<file path="src/rtl/pipe_ctrl_pkg.sv">
// pipe_ctrl_pkg
//   Shared definitions for the pipeline stall/flush sequencer and its
//   helpers:
//     XZR_IDX  - index of the zero register. It is never a real producer,
//                so it never creates a dependency.
//     state_e  - sequencer state (RUN / LU_STALL).
//     ctrl_t   - bundle of pipeline-register controls, in the order
//                {pc_we, if_id_we, if_id_flush, id_ex_we, id_ex_bubble,
//                ex_mem_we}.
//   The package also holds the canonical control bundles for each
//   situation the sequencer can be in.
package pipe_ctrl_pkg;

  localparam logic [4:0] XZR_IDX = 5'd31;

  typedef enum logic {
    RUN      = 1'b0,
    LU_STALL = 1'b1
  } state_e;

  typedef struct packed {
    logic pc_we;
    logic if_id_we;
    logic if_id_flush;
    logic id_ex_we;
    logic id_ex_bubble;
    logic ex_mem_we;
  } ctrl_t;

  // Canonical control bundles, in the field order of ctrl_t.
  localparam ctrl_t CTRL_RUN    = 6'b110101;  // free-running pipeline
  localparam ctrl_t CTRL_RESET  = 6'b001111;  // hold PC, flush IF/ID, NOP into ID/EX
  localparam ctrl_t CTRL_FREEZE = 6'b000000;  // nothing moves while memory is busy
  localparam ctrl_t CTRL_FLUSH  = 6'b111111;  // redirect: squash IF/ID and ID/EX
  localparam ctrl_t CTRL_STALL  = 6'b000111;  // hold PC and IF/ID, inject a bubble

endpackage

</file>
<file path="src/rtl/pipe_hazard_ctrl_hazard_detect.sv">
// hazard_detect
//   Combinational load-use comparator. It flags when the instruction in ID
//   reads a register that a load currently in EX will write. Loads that
//   target the zero register are ignored. The forwarding unit can reuse
//   this block.
//   Ports:
//     id_rn, id_rm         - source register indices of the ID instruction
//     id_uses_rn/rm        - the ID instruction actually reads that source
//     ex_memread, ex_rd    - EX instruction is a load, and its destination
//     lu_hazard            - a load-use dependency exists this cycle
module hazard_detect
  import pipe_ctrl_pkg::*;
#(
  parameter int unsigned REG_ADDR_W = 5
) (
  input  logic [REG_ADDR_W-1:0] id_rn,
  input  logic [REG_ADDR_W-1:0] id_rm,
  input  logic                  id_uses_rn,
  input  logic                  id_uses_rm,
  input  logic                  ex_memread,
  input  logic [REG_ADDR_W-1:0] ex_rd,
  output logic                  lu_hazard
);

  logic rn_match;
  logic rm_match;
  logic rd_real;

  assign rd_real   = (ex_rd != REG_ADDR_W'(XZR_IDX));
  assign rn_match  = id_uses_rn & (id_rn == ex_rd);
  assign rm_match  = id_uses_rm & (id_rm == ex_rd);
  assign lu_hazard = ex_memread & rd_real & (rn_match | rm_match);

endmodule

</file>
<file path="src/rtl/pipe_hazard_ctrl.sv">
// pipe_hazard_ctrl
//   Central stall/flush sequencer for the 5-stage pipeline. It drives the
//   write-enable, flush and bubble controls of the PC, IF/ID, ID/EX and
//   EX/MEM registers.
//   Priority, highest first: reset, memory freeze, taken branch, load-use.
//   Ports:
//     clk, resetl        - clock; synchronous active-low reset
//     id_rn/id_rm, id_uses_rn/id_uses_rm
//                        - sources of the instruction in ID
//     ex_memread, ex_rd  - load in EX and its destination register
//     ex_branch_taken    - branch resolved taken in EX this cycle
//     dmem_busy          - data memory not done; the whole pipeline holds
//     pc_we, if_id_we, if_id_flush, id_ex_we, id_ex_bubble, ex_mem_we
//                        - pipeline-register controls, decided within the
//                          current cycle
//     stall_active       - high whenever the PC is held
//   Optional build macro HAZARD_PERF_CNT_EN adds three 32-bit wrapping
//   counters:
//     perf_stall_cnt     - load-use bubble cycles
//     perf_flush_cnt     - branch flushes
//     perf_freeze_cnt    - dmem_busy cycles
//   All three clear on reset.
module pipe_hazard_ctrl
  import pipe_ctrl_pkg::*;
#(
  parameter int unsigned LU_STALL_CYCLES = 1,
  parameter int unsigned REG_ADDR_W      = 5
) (
  input  logic                  clk,
  input  logic                  resetl,
  input  logic [REG_ADDR_W-1:0] id_rn,
  input  logic [REG_ADDR_W-1:0] id_rm,
  input  logic                  id_uses_rn,
  input  logic                  id_uses_rm,
  input  logic                  ex_memread,
  input  logic [REG_ADDR_W-1:0] ex_rd,
  input  logic                  ex_branch_taken,
  input  logic                  dmem_busy,
  output logic                  pc_we,
  output logic                  if_id_we,
  output logic                  if_id_flush,
  output logic                  id_ex_we,
  output logic                  id_ex_bubble,
  output logic                  ex_mem_we,
  output logic                  stall_active
`ifdef HAZARD_PERF_CNT_EN
  ,
  output logic [31:0]           perf_stall_cnt,
  output logic [31:0]           perf_flush_cnt,
  output logic [31:0]           perf_freeze_cnt
`endif
);

  // Remaining bubbles after the first one is emitted from RUN.
  localparam logic [2:0] LU_RELOAD = 3'(LU_STALL_CYCLES - 1);

  state_e     state_q, state_d;
  logic [2:0] cnt_q, cnt_d;
  ctrl_t      ctrl;
  logic       lu_hazard;
  logic       lu_bubble;
  logic       flush_evt;
  logic       freeze_evt;

  hazard_detect #(
    .REG_ADDR_W (REG_ADDR_W)
  ) u_hazard_detect (
    .id_rn      (id_rn),
    .id_rm      (id_rm),
    .id_uses_rn (id_uses_rn),
    .id_uses_rm (id_uses_rm),
    .ex_memread (ex_memread),
    .ex_rd      (ex_rd),
    .lu_hazard  (lu_hazard)
  );

  always_comb begin
    state_d    = state_q;
    cnt_d      = cnt_q;
    ctrl       = CTRL_RUN;
    lu_bubble  = 1'b0;
    flush_evt  = 1'b0;
    freeze_evt = 1'b0;
    if (!resetl) begin
      ctrl    = CTRL_RESET;
      state_d = RUN;
      cnt_d   = 3'd0;
    end else if (dmem_busy) begin
      // State and count hold. Any branch or load-use present now is seen
      // again once memory releases the pipeline.
      ctrl       = CTRL_FREEZE;
      freeze_evt = 1'b1;
    end else if (ex_branch_taken) begin
      // A redirect makes any in-progress load-use stall pointless: the
      // dependent instruction is squashed with the rest of the wrong path.
      ctrl      = CTRL_FLUSH;
      flush_evt = 1'b1;
      state_d   = RUN;
      cnt_d     = 3'd0;
    end else if (state_q == LU_STALL) begin
      // EX only holds bubbles here, so no new hazard can appear.
      ctrl      = CTRL_STALL;
      lu_bubble = 1'b1;
      cnt_d     = cnt_q - 3'd1;
      if (cnt_q == 3'd1) begin
        state_d = RUN;
      end
    end else if (lu_hazard) begin
      ctrl      = CTRL_STALL;
      lu_bubble = 1'b1;
      if (LU_STALL_CYCLES > 1) begin
        state_d = LU_STALL;
        cnt_d   = LU_RELOAD;
      end
    end
  end

  // Reset is resolved in the next-state logic, so the flops just follow _d.
  always_ff @(posedge clk) begin
    state_q <= state_d;
    cnt_q   <= cnt_d;
  end

  assign pc_we        = ctrl.pc_we;
  assign if_id_we     = ctrl.if_id_we;
  assign if_id_flush  = ctrl.if_id_flush;
  assign id_ex_we     = ctrl.id_ex_we;
  assign id_ex_bubble = ctrl.id_ex_bubble;
  assign ex_mem_we    = ctrl.ex_mem_we;
  assign stall_active = ~ctrl.pc_we;

`ifdef HAZARD_PERF_CNT_EN
  logic [31:0] perf_stall_q,  perf_stall_d;
  logic [31:0] perf_flush_q,  perf_flush_d;
  logic [31:0] perf_freeze_q, perf_freeze_d;

  always_comb begin
    perf_stall_d  = perf_stall_q  + {31'd0, lu_bubble};
    perf_flush_d  = perf_flush_q  + {31'd0, flush_evt};
    perf_freeze_d = perf_freeze_q + {31'd0, freeze_evt};
    if (!resetl) begin
      perf_stall_d  = 32'd0;
      perf_flush_d  = 32'd0;
      perf_freeze_d = 32'd0;
    end
  end

  always_ff @(posedge clk) begin
    perf_stall_q  <= perf_stall_d;
    perf_flush_q  <= perf_flush_d;
    perf_freeze_q <= perf_freeze_d;
  end

  assign perf_stall_cnt  = perf_stall_q;
  assign perf_flush_cnt  = perf_flush_q;
  assign perf_freeze_cnt = perf_freeze_q;
`else
  // Event strobes only feed the optional counters.
  logic unused_evt;
  assign unused_evt = lu_bubble ^ flush_evt ^ freeze_evt;
`endif

endmodule

</file>
<file path="config.mk">
export PLATFORM = sky130hd
export DESIGN_NAME = pipe_hazard_ctrl
export DESIGN_NICKNAME = d
export VERILOG_FILES = /design/src/rtl/pipe_ctrl_pkg.sv /design/src/rtl/pipe_hazard_ctrl_hazard_detect.sv /design/src/rtl/pipe_hazard_ctrl.sv
export SDC_FILE = /design/constraint.sdc
export NUM_CORES = 1
export LEC_CHECK = 0
export CORE_AREA = 4 4 41 43
export DETAILED_ROUTE_END_ITERATION = 8
export DIE_AREA = 0 0 45 47
export GPL_ROUTABILITY_DRIVEN = 0
export PLACE_DENSITY = 0.71
export SYNTH_ARGS = -nofsm -noshare
export SYNTH_HDL_FRONTEND = slang
export SYNTH_SLANG_ARGS = --single-unit
</file>
<file path="constraint.sdc">
create_clock -name clk -period 3.3 [get_ports clk]
set_input_delay 0.66 -clock clk [delete_from_list [all_inputs] [get_ports clk]]
set_output_delay 0.66 -clock clk [all_outputs]
set_load 0.01 [all_outputs]
</file>
==> flow_metrics.py, run 1 <==
metrics = {
    "timing": {
        "fin_skew_ns": 0.00557,
        "tns_ns": 0,
        "slew_headroom": 0.761,
        "tightest_slew_ns": 0.355,
        "hold-worst-slack_ns": 0.505,
        "rsz0062_at_grt": "no",
        "slew_viol_final": 0,
        "fin_crit_ns": 3.16,
        "timing.fmax_mhz": 316,
        "finalCritPeriodShare": 0.959,
        "setup_viol": 0,
        "hold_viol_final": 0,
    },
    "synthesis": {
        "ys_warn_count": 0,
        "avgSynthCellArea_um2": 7.56,
        "synthAdderAreaFrac": 0.0637,
        "synth_seq_area_share": 0.204,
        "synthXorXnorAreaFrac": 0.223,
        "synth_top_family_by_area": "simple AND/OR/NAND/NOR gates",
        "ys_ff_latch": 4,
        "synth_cells": 52,
        "synthMuxAreaShare": 0,
        "synthSimpleGateAreaFrac": 0.242,
        "synth_compound_area_frac": 0.201,
        "synth.distinct_cells": 20,
        "syn-cell-area_um2": 393,
        "syn_nets": 76,
    },
    "finish": {
        "layout-drive-gt1-share": 0.0941,
        "antenna_cells": 0,
        "nNetsFinal": 111,
        "final_area_um2": 731,
        "stdcell_count": 100,
        "fill_cells": 137,
        "area_delta_synth_final_pct": 86.0,
    },
    "route": {
        "vias_per_cell": 4.78,
        "vias": 478,
        "antenna_left": 0,
        "dr.pass1.iters": 2,
        "wl_um": 1130,
        "drt_iter0_drc": 3,
        "wl_per_cell_um": 11.3,
        "drc": 0,
    },
    "clocking": {
        "clock-sinks": 4,
        "clk_path_buf_depth": 2,
        "path_clk_slew_ns": 0.03,
        "cts_tree": "done",
        "root_buffer": "clkbuf_4",
        "clk_latency_ns": 0.24,
        "htree_num_levels": 1,
        "numCtsBuffers": 3,
    },
    "worst_setup_path": {
        "critPathMaxFanout": 3,
        "endpoint_kind": "output pin",
        "path_cells": "clkdlybuf4s50_1 > xor2_1 > nor4_1 > a32oi_1 > buf_4 > o311ai_1 > dlygate4sd2_1",
        "crit_type": "in -> out",
        "r2r-end": "cnt_q[2]$_SDFFE_PN0P_",
        "worstPathRequired_ns": 2.64,
        "cp_slowest_cell": "clkdlybuf4s50_1",
        "critPathMaxStageDelay_ns": 0.46,
        "worstSetupStartpoint": "ex_rd[4]",
        "arrival_ns": 2.50,
        "crit_buf_inv": 3,
        "startpoint_type": "input port",
        "worstSetupPathDepth": 7,
        "critPathTopFamily": "buffers and inverters",
        "r2r-start": "cnt_q[0]$_SDFFE_PN0P_",
        "crit_path_end": "id_ex_bubble",
        "reg2reg_setup_slack_ns": 2.18,
        "r2r_cells": 6,
    },
    "power": {
        "pwr_density_cell_mw_per_mm2": 238,
        "p_leak_uw": 0.000284,
        "ir_worst_vdd_mv": 0.101,
        "power_uw": 174,
    },
    "grt": {
        "overflow": 0,
        "busiest_layer": "met2",
        "antenna_found_initial": 0,
        "use_met2": 0.206,
        "grt_pass1_wl_um": 1650,
        "use_met1": 0.0950,
        "track_usage": 0.116,
        "grt_max_degree": 8,
        "grt_pass1_vias": 460,
        "met3_usage": 0.0421,
    },
    "floorplanning": {
        "io_pins": 29,
        "initial_core_util": 0.302,
        "die-area_mm2": 0.00212,
        "rows": 13,
        "fp.dieW_um": 45,
        "core-area_mm2": 0.00130,
        "fp.dieH_um": 47,
    },
    "worst_hold_path": {
        "hp-class": "reg -> reg",
        "hold_depth": 2,
    },
    "job": {
        "maxCapViolCount": 0,
    },
    "run_status": {
        "outcome": "finished, final reports clean",
    },
    "place": {
        "placed_cell_area_um2": 699,
        "dp_hpwl_um": 972,
        "placed_cells": 96,
        "port_buffers": 28,
    },
}
## tightest hold or removal path, delay by kind of cell, from the launching register on
kind	cells	cell delay, ns
and+or+nand+nor	2	0.12
DFF	1	0.34
## routing by layer
layer | wire length [um] | vias to the layer above | part of all wire
met5 | 0 | - | 0
met3 | 171 | 4 | 0.15
met1 | 400 | 195 | 0.35
met4 | 47 | 0 | 0.042
met2 | 510 | 30 | 0.45
li1 | - | 249 | -
## worst min path at each step
stage / from / end / slack (ns)
floorplan: state_q$_SDFFE_PN0N_ / state_q$_SDFFE_PN0N_ / 0.46
global placement: state_q$_SDFFE_PN0N_ / state_q$_SDFFE_PN0N_ / 0.49
detailed placement: state_q$_SDFFE_PN0N_ / state_q$_SDFFE_PN0N_ / 0.50
CTS: state_q$_SDFFE_PN0N_ / state_q$_SDFFE_PN0N_ / 0.50
global route: state_q$_SDFFE_PN0N_ / state_q$_SDFFE_PN0N_ / 0.54
finish: state_q$_SDFFE_PN0N_ / state_q$_SDFFE_PN0N_ / 0.50
## metrics by stage
step / worst slack, ns / utilization
after floorplan: 0.875 / -
after global placement: -0.0313 / 0.538
after detailed placement: -0.0926 / 0.538
after CTS: 0.0886 / 0.557
after global routing: 0.00121 / 0.562
final: 0.137 / 0.562
## cell families (layout without fill, tap and decap cells)
group | count (synthesis) | count (layout)
XOR/XNOR | 10 | 10
flip-flops | 4 | 4
adder cells (fa/ha/maj) | 2 | 2
buffers and inverters | 5 | 38
AND/OR/NAND/NOR | 19 | 19
AO/OA/AOI/OAI | 12 | 12
## layout by cell type (no fill, tap or decap), drive strengths merged
master         netlist  final
a21oi                1      1
a32oi                1      1
and2                 4      4
buf                  2      4
clkbuf               0      3
clkdlybuf4s50        0     24
dfxtp                4      4
dlygate4sd2          0      4
ha                   2      2
inv                  3      3
nand2                7      7
nand3                2      2
nand3b               1      1
nor2                 2      2
nor2b                1      1
nor4                 2      2
o21ai                6      6
o21bai               1      1
o311a                1      1
o311ai               2      2
xnor2                2      2
xor2                 8      8
## cells in the mapped netlist
cell type	count	area [um^2]
a21oi_1	1	5.00
a32oi_1	1	8.76
and2_0	1	6.26
and2_1	3	18.8
buf_4	2	15.0
dfxtp_1	4	80.1
ha_1	2	25.0
inv_1	3	11.3
nand2_1	7	26.3
nand3_1	2	10.0
nand3b_1	1	7.51
nor2_1	2	7.51
nor2b_1	1	6.26
nor4_1	2	12.5
o21ai_0	6	30.0
o21bai_1	1	7.51
o311a_1	1	10.0
o311ai_1	2	17.5
xnor2_1	2	17.5
xor2_1	8	70.1
## report_power, final
| part | internal (uW) | switching [uW] | total (uW) |
|---|---|---|---|
| Sequential | 48.6 | 0 | 48.6 |
| Clock | 40.7 | 20.9 | 61.6 |
| Combinational | 40.1 | 23.3 | 63.4 |
| Total | 129 | 44.2 | 174 |
## flip-flops by register name, summed over array words and instances (netlist names)
name / cells
state_q: 1
cnt_q: 3
## cell type report
class                      instances  area, um^2  share of cell area
timing repair buffer              32         305               0.418
multi-input combinational         43         293               0.401
inverter                           3        11.3              0.0154
sequential                         4        80.1               0.110
tap                               15        18.8              0.0257
clock buffer                       3        22.5              0.0308
## what timing repair did
item                       in CTS  in global routing
setup endpoints to repair       4                  2
hold buffers                    0                  0
buffers inserted                1                  0
hold endpoints to repair        0                  0
resized for setup               4                  1
pin swaps                       2                  0
(Power assumes the default switching activity.)
==> inputs of run 2 (changes only) <==
CTS_CLUSTER_SIZE = 20   (was unset)
==> results of run 2 <==
Same layout as run 1: the final DEF is identical, and so are final timing and power.
==> inputs of run 3 (changes only) <==
CAP_MARGIN = 15   (was unset)
==> results of run 3 <==
Same layout as run 1: the final DEF is identical, and so are final timing and power.
==> RTL change (settings of run 3) <==
`REG_ADDR_W` is set to 5 in 2 places; all go to 7.
--- a/src/rtl/pipe_hazard_ctrl_hazard_detect.sv
+++ b/src/rtl/pipe_hazard_ctrl_hazard_detect.sv
@@ -11,7 +11,7 @@
 module hazard_detect
   import pipe_ctrl_pkg::*;
 #(
-  parameter int unsigned REG_ADDR_W = 5
+  parameter int unsigned REG_ADDR_W = 7
 ) (
   input  logic [REG_ADDR_W-1:0] id_rn,
   input  logic [REG_ADDR_W-1:0] id_rm,
--- a/src/rtl/pipe_hazard_ctrl.sv
+++ b/src/rtl/pipe_hazard_ctrl.sv
@@ -24,7 +24,7 @@
   import pipe_ctrl_pkg::*;
 #(
   parameter int unsigned LU_STALL_CYCLES = 1,
-  parameter int unsigned REG_ADDR_W      = 5
+  parameter int unsigned REG_ADDR_W      = 7
 ) (
   input  logic                  clk,
   input  logic                  resetl,
Interface: changed (resized ex_rd, id_rm and id_rn); port bits go from 29 to 35. The function was not compared with the original's and may differ.
==> RTL change against run 3 <==
Sequential cell count did not move; power rose by 10%; synthesized area rose by 13%; largest cell class unchanged; hold slack got worse by 0.038 ns; routed wire length rose by 13%; via count rose by 15%; cell area rose by 17%; sequential power rose by 2%; non-clock buffer count rose by 6; die area did not move; register-to-register slack improved by 0.02 ns; worst setup slack improved by 0.019 ns; largest power group unchanged; cell count rose by 12%.
==> RTL change: results (changes against run 3) <==
* Final HPWL DP at 1.079 mm (was 971.5 microns)
* Synth Area in Compound Gates at 16.57% (was 20.06%)
* Clock buf/inv share at 2.643% (was 3.082%)
* Clock Tree Root: clkbuf_4 (unchanged)
* Distinct cell type count after synthesis at 21 (was 20)
* Synth Flop Type: dfxtp_1 (unchanged)
* Repair and plain buffers at 38 (was 32)
* Fraction of layout instances using a drive strength above 1 at 9.278% (was 9.412%)
* Gr usage total at 12.85% (was 11.59%)
* Met1 usage in global routing at 11.99% (was 9.502%)
* Setup Fix Bufs, Post-CTS at 1 (unchanged)
* Multi-input combinational area share at 40.23% (was 40.07%)
* Slowest stage delay, CP at 0.44 ns (was 0.46 ns)
* CP Data Arrival Time at 2.48 ns (was 2.50 ns)
* Switching power at 50.55 uW (was 44.24 uW)
* IO buf count at 34 (was 28)
* Met2 WL at 576 microns (was 510 microns)
* Worst Reg-to-Reg Cells at 5 (was 6)
* Comb_multi_in at 48 (was 43)
* CP Launch Point: ex_rd[1] (was ex_rd[4])
* M1 WL at 464 microns (was 400 microns)
* CP max stage cell: clkdlybuf4s50_1 (unchanged)
* Routed wire length at 1.277 mm (was 1.129 mm)
* Pleak at 0.3469 nW (was 0.2841 nW)
* Global-route met2 utilization at 22.32% (was 20.62%)
* Metal3 WL at 216 microns (was 171 microns)
* H-tree depth at 1 (unchanged)
* Reg2reg setup slack at 2.20 ns (was 2.18 ns)
* Post-CTS sizing at 3 (was 4)
* Worst Max-Slew Pin Slew at 0.3165 ns (was 0.3550 ns)
* Seq/Total Area, Yosys at 17.98% (was 20.38%)
* Initial drt markers at 9 (was 3)
* Nonclk inv count at 4 (was 3)
* Via/cell ratio at 4.893 (was 4.780)
* Main area contributors after synthesis: dfxtp_1, xnor2_1, xor2_1 (was dfxtp_1, xor2_1, o21ai_0)
* Post-synthesis xor/xnor area fraction at 27.53% (was 22.29%)
* Mux cell area share after synthesis at 0% (unchanged)
* R2r endpoint: cnt_q[2] (unchanged)
* Outcome: complete, no violations (unchanged)
* Fillers at 131 (was 137)
* Net Count, Synth at 88 (was 76)
* GR met3 Demand/Resource at 6.130% (was 4.215%)
* Synth Area in Adders at 5.618% (was 6.369%)
* Skew final at 0.004292 ns (was 0.005573 ns)
* Post-synth top cells: xnor2_1, nand2_1, xor2_1 (was xor2_1, nand2_1, o21ai_0, dfxtp_1)
* Crit Path Max Fanout at 2 (was 3)
* Final nets at 129 (was 111)
* VDD IR-drop max at 0.09559 mV (was 0.1009 mV)
* Buffer share of cell area at 43.76% (was 41.78%)
* First-pass DRT Iterations at 4 (was 2)
* Setup crit end: stall_active (was id_ex_bubble)
* First-pass GRT wire length at 1.925 mm (was 1.649 mm)
* Number of global-route vias before repair at 505 (was 460)
-- RTL change: stage by stage --
| step | cell area (sq um) | worst slack, ns | hold slack, ns | std cells | utilization [%] |
|---|---|---|---|---|---|
| floorplan | 445.4 | 0.8488 | 0.4418 | 58 | - |
| global placement | 812.0 | -0.04312 | 0.4568 | 108 | 62.40 |
| detailed placement | 812.0 | -0.06502 | 0.4645 | 108 | 62.40 |
| CTS | 847.1 | 0.009289 | 0.4698 | 112 | 65.10 |
| global route | 852.1 | 0.03951 | 0.4870 | 112 | 65.48 |
| finish | 852.1 | 0.1552 | 0.4672 | 112 | 65.48 |
-- RTL change: power by group through the flow --
stage	Sequential [mW]	Clock, mW	Combinational, mW
final	0.0496	0.0628	0.0795
after detailed placement	0.0503	0	0.0801
after global placement	0.0503	0	0.0798
after CTS	0.0495	0.0653	0.0804
after floorplan	0.0502	0	0.0278
after global routing	0.0495	0.0680	0.0851
